$ cat config.mk
export PLATFORM = sky130hd
export DESIGN_NAME = hazard_ctrl
export DESIGN_NICKNAME = d
export VERILOG_FILES = /design/src/rtl/hazard_ctrl.sv
export SDC_FILE = /design/constraint.sdc
export NUM_CORES = 1
export LEC_CHECK = 0
export BUFFER_PORTS_ARGS = -buffer_cell sky130_fd_sc_hd__buf_2
export CAP_MARGIN = 20
export CORE_MARGIN = 4
export CORE_UTILIZATION = 53
export CTS_CLUSTER_DIAMETER = 120
export DETAILED_ROUTE_END_ITERATION = 7
export PLACE_DENSITY = 0.8
export SKIP_LAST_GASP = 1
export SLEW_MARGIN = 20
export SYNTH_ARGS = -nofsm -noshare
export SYNTH_HDL_FRONTEND = slang
export SYNTH_SLANG_ARGS = --single-unit
$ cat constraint.sdc
create_clock -name clk -period 3.7 [get_ports clk]
set_input_delay 0.74 -clock clk [delete_from_list [all_inputs] [get_ports clk]]
set_output_delay 0.74 -clock clk [all_outputs]
set_load 0.01 [all_outputs]
$ cat src/rtl/hazard_ctrl.sv
// Pipeline sequencing controller: PC/IF-ID/ID-EX/EX-MEM enables and bubble flushes
// for load-use, taken branches, data-memory waits and halt/drain; tracks stall stats.
module hazard_ctrl #(
  parameter int DRAIN_CYCLES = 3,
  parameter int MEM_TIMEOUT  = 255
) (
  input  logic        clk,
  input  logic        rstn,
  input  logic [4:0]  id_Rs1,
  input  logic [4:0]  id_Rs2,
  input  logic        id_uses_rs1,
  input  logic        id_uses_rs2,
  input  logic        ex_MemRead,
  input  logic [4:0]  ex_Rd,
  input  logic        ex_Rd_EQ0,
  input  logic        ex_take_branch,
  input  logic        mem_req,
  input  logic        mem_ready,
  input  logic        halt_req,
  output logic        pc_en,
  output logic        if_id_en,
  output logic        id_ex_en,
  output logic        ex_mem_en,
  output logic        if_id_flush,
  output logic        id_ex_flush,
  output logic        halted,
  output logic        mem_err,
  output logic [15:0] stall_cnt
);
  localparam int DW = (DRAIN_CYCLES > 1) ? $clog2(DRAIN_CYCLES) : 1;
  localparam int WW = $clog2(MEM_TIMEOUT + 1);
  localparam logic [DW-1:0] DONE = 1;
  localparam logic [WW-1:0] WONE = 1;

  typedef enum logic [1:0] {RUN, MEM_WAIT, DRAIN, HALTED} state_t;

  state_t        state, state_next;
  logic [DW-1:0] drain_cnt;
  logic [WW-1:0] wait_cnt;
  logic          memstall, loaduse, freeze, drain_start;

  assign memstall = mem_req & ~mem_ready;
  assign loaduse  = ex_MemRead & ~ex_Rd_EQ0 &
                    ((id_uses_rs1 & (id_Rs1 == ex_Rd)) | (id_uses_rs2 & (id_Rs2 == ex_Rd)));
  // Once waiting, the access stays outstanding until mem_ready regardless of mem_req.
  assign freeze   = (state == MEM_WAIT) ? ~mem_ready : memstall;
  assign drain_start = (state == RUN || state == MEM_WAIT) && (state_next == DRAIN);

  always_ff @(posedge clk or negedge rstn) begin
    if (!rstn) state <= RUN;
    else       state <= state_next;
  end

  always_comb begin
    state_next = state;
    case (state)
      RUN, MEM_WAIT: begin
        if (freeze)                             state_next = MEM_WAIT;
        else if (ex_take_branch || loaduse)     state_next = RUN;
        else if (halt_req)                      state_next = DRAIN;
        else                                    state_next = RUN;
      end
      DRAIN:   if (!freeze && drain_cnt == '0) state_next = HALTED;
      HALTED:  if (!halt_req) state_next = RUN;
      default: state_next = RUN;
    endcase
  end

  always_comb begin
    pc_en       = 1'b0;
    if_id_en    = 1'b0;
    id_ex_en    = 1'b0;
    ex_mem_en   = 1'b0;
    if_id_flush = 1'b0;
    id_ex_flush = 1'b0;
    halted      = 1'b0;
    if (rstn) begin
      case (state)
        RUN, MEM_WAIT: begin
          if (freeze) begin
            pc_en = 1'b0;
          end else if (ex_take_branch) begin
            {pc_en, if_id_en, id_ex_en, ex_mem_en} = 4'b1111;
            if_id_flush = 1'b1;
            id_ex_flush = 1'b1;
          end else if (loaduse) begin
            {id_ex_en, ex_mem_en} = 2'b11;
            id_ex_flush = 1'b1;
          end else if (halt_req) begin
            {if_id_en, id_ex_en, ex_mem_en} = 3'b111;
            if_id_flush = 1'b1;
          end else begin
            {pc_en, if_id_en, id_ex_en, ex_mem_en} = 4'b1111;
          end
        end
        DRAIN: begin
          // A branch resolving mid-drain still redirects the PC and squashes ID.
          if (!freeze) begin
            pc_en       = ex_take_branch;
            {if_id_en, id_ex_en, ex_mem_en} = 3'b111;
            if_id_flush = 1'b1;
            id_ex_flush = ex_take_branch;
          end
        end
        HALTED:  halted = 1'b1;
        default: halted = 1'b0;
      endcase
    end
  end

  always_ff @(posedge clk or negedge rstn) begin
    if (!rstn) begin
      drain_cnt <= '0;
      wait_cnt  <= '0;
      mem_err   <= 1'b0;
      stall_cnt <= '0;
    end else begin
      if ((state == RUN || state == MEM_WAIT) && !pc_en && stall_cnt != 16'hFFFF)
        stall_cnt <= stall_cnt + 16'd1;
      if (drain_start)
        drain_cnt <= DW'(DRAIN_CYCLES - 1);
      else if (state == DRAIN && !freeze && drain_cnt != '0)
        drain_cnt <= drain_cnt - DONE;
      case (state)
        RUN: if (memstall) wait_cnt <= WW'(1);
        MEM_WAIT: begin
          if (mem_ready) begin
            wait_cnt <= '0;
          end else begin
            if (int'(wait_cnt) < MEM_TIMEOUT) wait_cnt <= wait_cnt + WONE;
            if (int'(wait_cnt) + 1 >= MEM_TIMEOUT) mem_err <= 1'b1;
          end
        end
        default: ;
      endcase
    end
  end
endmodule
==> metrics <==
status complete, no violations; delay-heaviest family, CP buffers and inverters; detailed-route via count 1,623; Seq/Total Area, Yosys 0.399; most common cell after layout, fill and taps aside buf_2; DRC 0; CP Class primary input to output port; share of cells above drive strength 1 0.241; WP data required 2960 ps; Die ar. 4430 um2; clock skew 8.03 ps; post-cts resize count 0; Worst-Skew Late Latency 320 ps; CTS tree yes; Reg clk slew, reported paths 90 ps; Die H 66.6 um; dpl cell area 2090 um2; P per Cell Area 542 nW/um2; crit-path cells buf_2 -> xnor2_1 -> nand4_1 -> o22ai_1 -> inv_1 -> nand2_1 -> a21oi_1 -> buf_2; Layout Nets 281; crit-path max cell delay 330 ps; Fill cells 277; Max Cap Violations 0; First-pass DRT Iterations 4; Synth warnings 0; syn nets 230; IO Port Bufs 48; crit path time final 2670 ps; setup_tns 0 ps; drt initial violations 86; synthesized area 1820 um2; clock sink total 29; grt ovf 0; Final period util 0.721; post-place setup slack 1040 ps; maximum clock rate 0.375 GHz; worst reg-to-reg path cell count 6; initial antenna violation count 0; Critical Path Start Type primary input; worst r2r src wait_cnt[0]$_DFFE_PN0P_; worst reg2reg endpoint wait_cnt[3]$_DFFE_PN0P_; Synth Instances 201; Tot GR Track Use 0.196; H-tree Lvls 2; worst setup path end if_id_flush; Cells after DPL 291; hold crit path type primary input to asynchronous set/reset pin; Post-CTS Setup Repair Bufs 0; number of global-route vias before repair 1,532; unrepaired setup endpoints after global routing false; ranking of synthesized cells by area dfrtp_1, xnor2_1, nand2_1, and3_1, a21oi_1; storage element area 726 um2; Boundary Pins 49; Pwr Total 1180 uW; crit path DAT 1930 ps; clock root buffer master clkbuf_4; maximum net fanout on the critical path 4; post-route setup slack 1030 ps; final RePlAce weighted congestion 0.816; Mean Syn Cell Area 9.05 um2; critical path startpoint ex_Rd[0]; final hold vios 0; post-synthesis cell type count 45; async set-reset flop share out of synthesis 1.00; Multi-input gate area 1030 um2; max-slew violation count 0; CTS Buf Count 5; Hold Buf Count CTS 0; Starting Density 0.545; Post-synth top flop dfrtp_1; number of stages on the worst setup path 8; vias per cell 5.43; Final Cell Area 2180 um2; Setup violations, final 0; WL final 3760 um; slowest CP cell o22ai_1; Yosys top cell by area dfrtp_1; cell row count 21; worst-case clock buffer depth 2; Post-synth EDFFs 0; Worst slew margin 0.581; first-pass GRT wire length 6690 um; Leak 0.00102 uW; Worst path most repeated cell buf_2; Routed WL per cell 12.6 um; Detail Route Antenna Nets 0; Yosys top cell area share 0.399; final cell count without fillers 299; crit path buf inv count 3; slew of the pin with the lowest slew margin 628 ps; CP Capture Type output port; antenna cells 0; Synth-to-Final Area Change 19.8%; Die Wd 66.6 um; detailed placer's ending HPWL 2960 um; maximum VDD drop 0.000280 V; largest net degree at the start of global routing 19; worst reg-to-reg setup slack 1420 ps; #FFs+latches synth 29; most frequent cells in the layout buf_2, dfrtp_1, xnor2_1; Core Area 3340 um2
-- power breakdown --
| group | internal (uW) | leakage [uW] | total (uW) | switching (uW) |
|---|---|---|---|---|
| Combinational | 188 | 0.000611 | 424 | 235 |
| Sequential | 386 | 0.000366 | 488 | 102 |
| Clock | 161 | 0.0000455 | 270 | 109 |
| Total | 736 | 0.00102 | 1180 | 446 |
-- cells by family after synthesis --
| kind of cell | after synthesis | share of synthesized area |
|---|---|---|
| buffers and inverters | 15 | 0.0371 |
| XOR/XNOR | 25 | 0.120 |
| AO/OA/AOI/OAI | 46 | 0.171 |
| AND/OR/NAND/NOR | 80 | 0.232 |
| multiplexers | 2 | 0.0124 |
| flip-flops | 29 | 0.399 |
| adder cells (fa/ha/maj) | 4 | 0.0275 |
-- final cells by class --
cell class                 instances  area share
clock buffer                       7      0.0253
clock inverter                     1      0.0138
inverter                          10      0.0172
multi-input combinational        157       0.471
sequential                        29       0.333
tap                               46      0.0264
timing repair buffer              49       0.114
-- cells in the mapped netlist, types with 2 or more instances --
cell,instances
xnor2_1,21
o31ai_1,3
ha_1,4
nor2_1,14
o21ai_1,9
a31oi_1,2
nand2b_1,5
o22ai_1,3
inv_1,9
mux2_1,2
o21bai_1,3
dfrtp_1,29
a21oi_1,11
nand3_1,8
and3_1,9
nor2b_1,2
clkbuf_1,3
o21ai_0,4
nor4_1,3
or2_1,3
nand4_1,7
nand2_1,17
xor2_1,4
nor3_1,5
-- worst min path at each step --
stage                        start                        to  slack, ps  depth (start not counted)
5_1_grt                       rstn   wait_cnt[0]$_DFFE_PN0P_        320                          1
3_3_place_gp   mem_err$_DFFE_PN0P_       mem_err$_DFFE_PN0P_        470                          1
3_5_place_dp   mem_err$_DFFE_PN0P_       mem_err$_DFFE_PN0P_        470                          1
2_1_floorplan                 rstn  drain_cnt[0]$_DFFE_PN0P_        440                          0
4_1_cts                       rstn  stall_cnt[0]$_DFFE_PN0P_        310                          1
6_report                      rstn   wait_cnt[1]$_DFFE_PN0P_        310                          1
-- stage by stage --
| step | util | hold WS, ps |
|---|---|---|
| 2_1_floorplan | - | 444 |
| 3_3_place_gp | 0.628 | 466 |
| 6_report | 0.653 | 313 |
| 3_5_place_dp | 0.628 | 472 |
| 5_1_grt | 0.653 | 319 |
| 4_1_cts | 0.653 | 314 |
-- worst reg2reg max path, stage by stage, from the launching register on --
cell     delay [ps]
dfrtp_1         460
ha_1            280
and3_1          230
and3_1          210
a211o_1         410
or2_1           340
o31ai_1         250
-- flip-flops by register name, indices dropped and copies added, names as in the netlist --
register,flops
drain_cnt,2
mem_err,1
state,2
stall_cnt,16
wait_cnt,8
-- per-layer routing --
| layer | up-vias | wire length (um) | GRT usage |
|---|---|---|---|
| met5 | - | 0 | 0 |
| li1 | 826 | - | - |
| met2 | 43 | 1740 | 0.309 |
| met3 | 5 | 208 | 0.0438 |
| met4 | 0 | 54 | 0.0711 |
| met1 | 749 | 1750 | 0.261 |
Note: power is estimated with default switching activity, not from simulation.
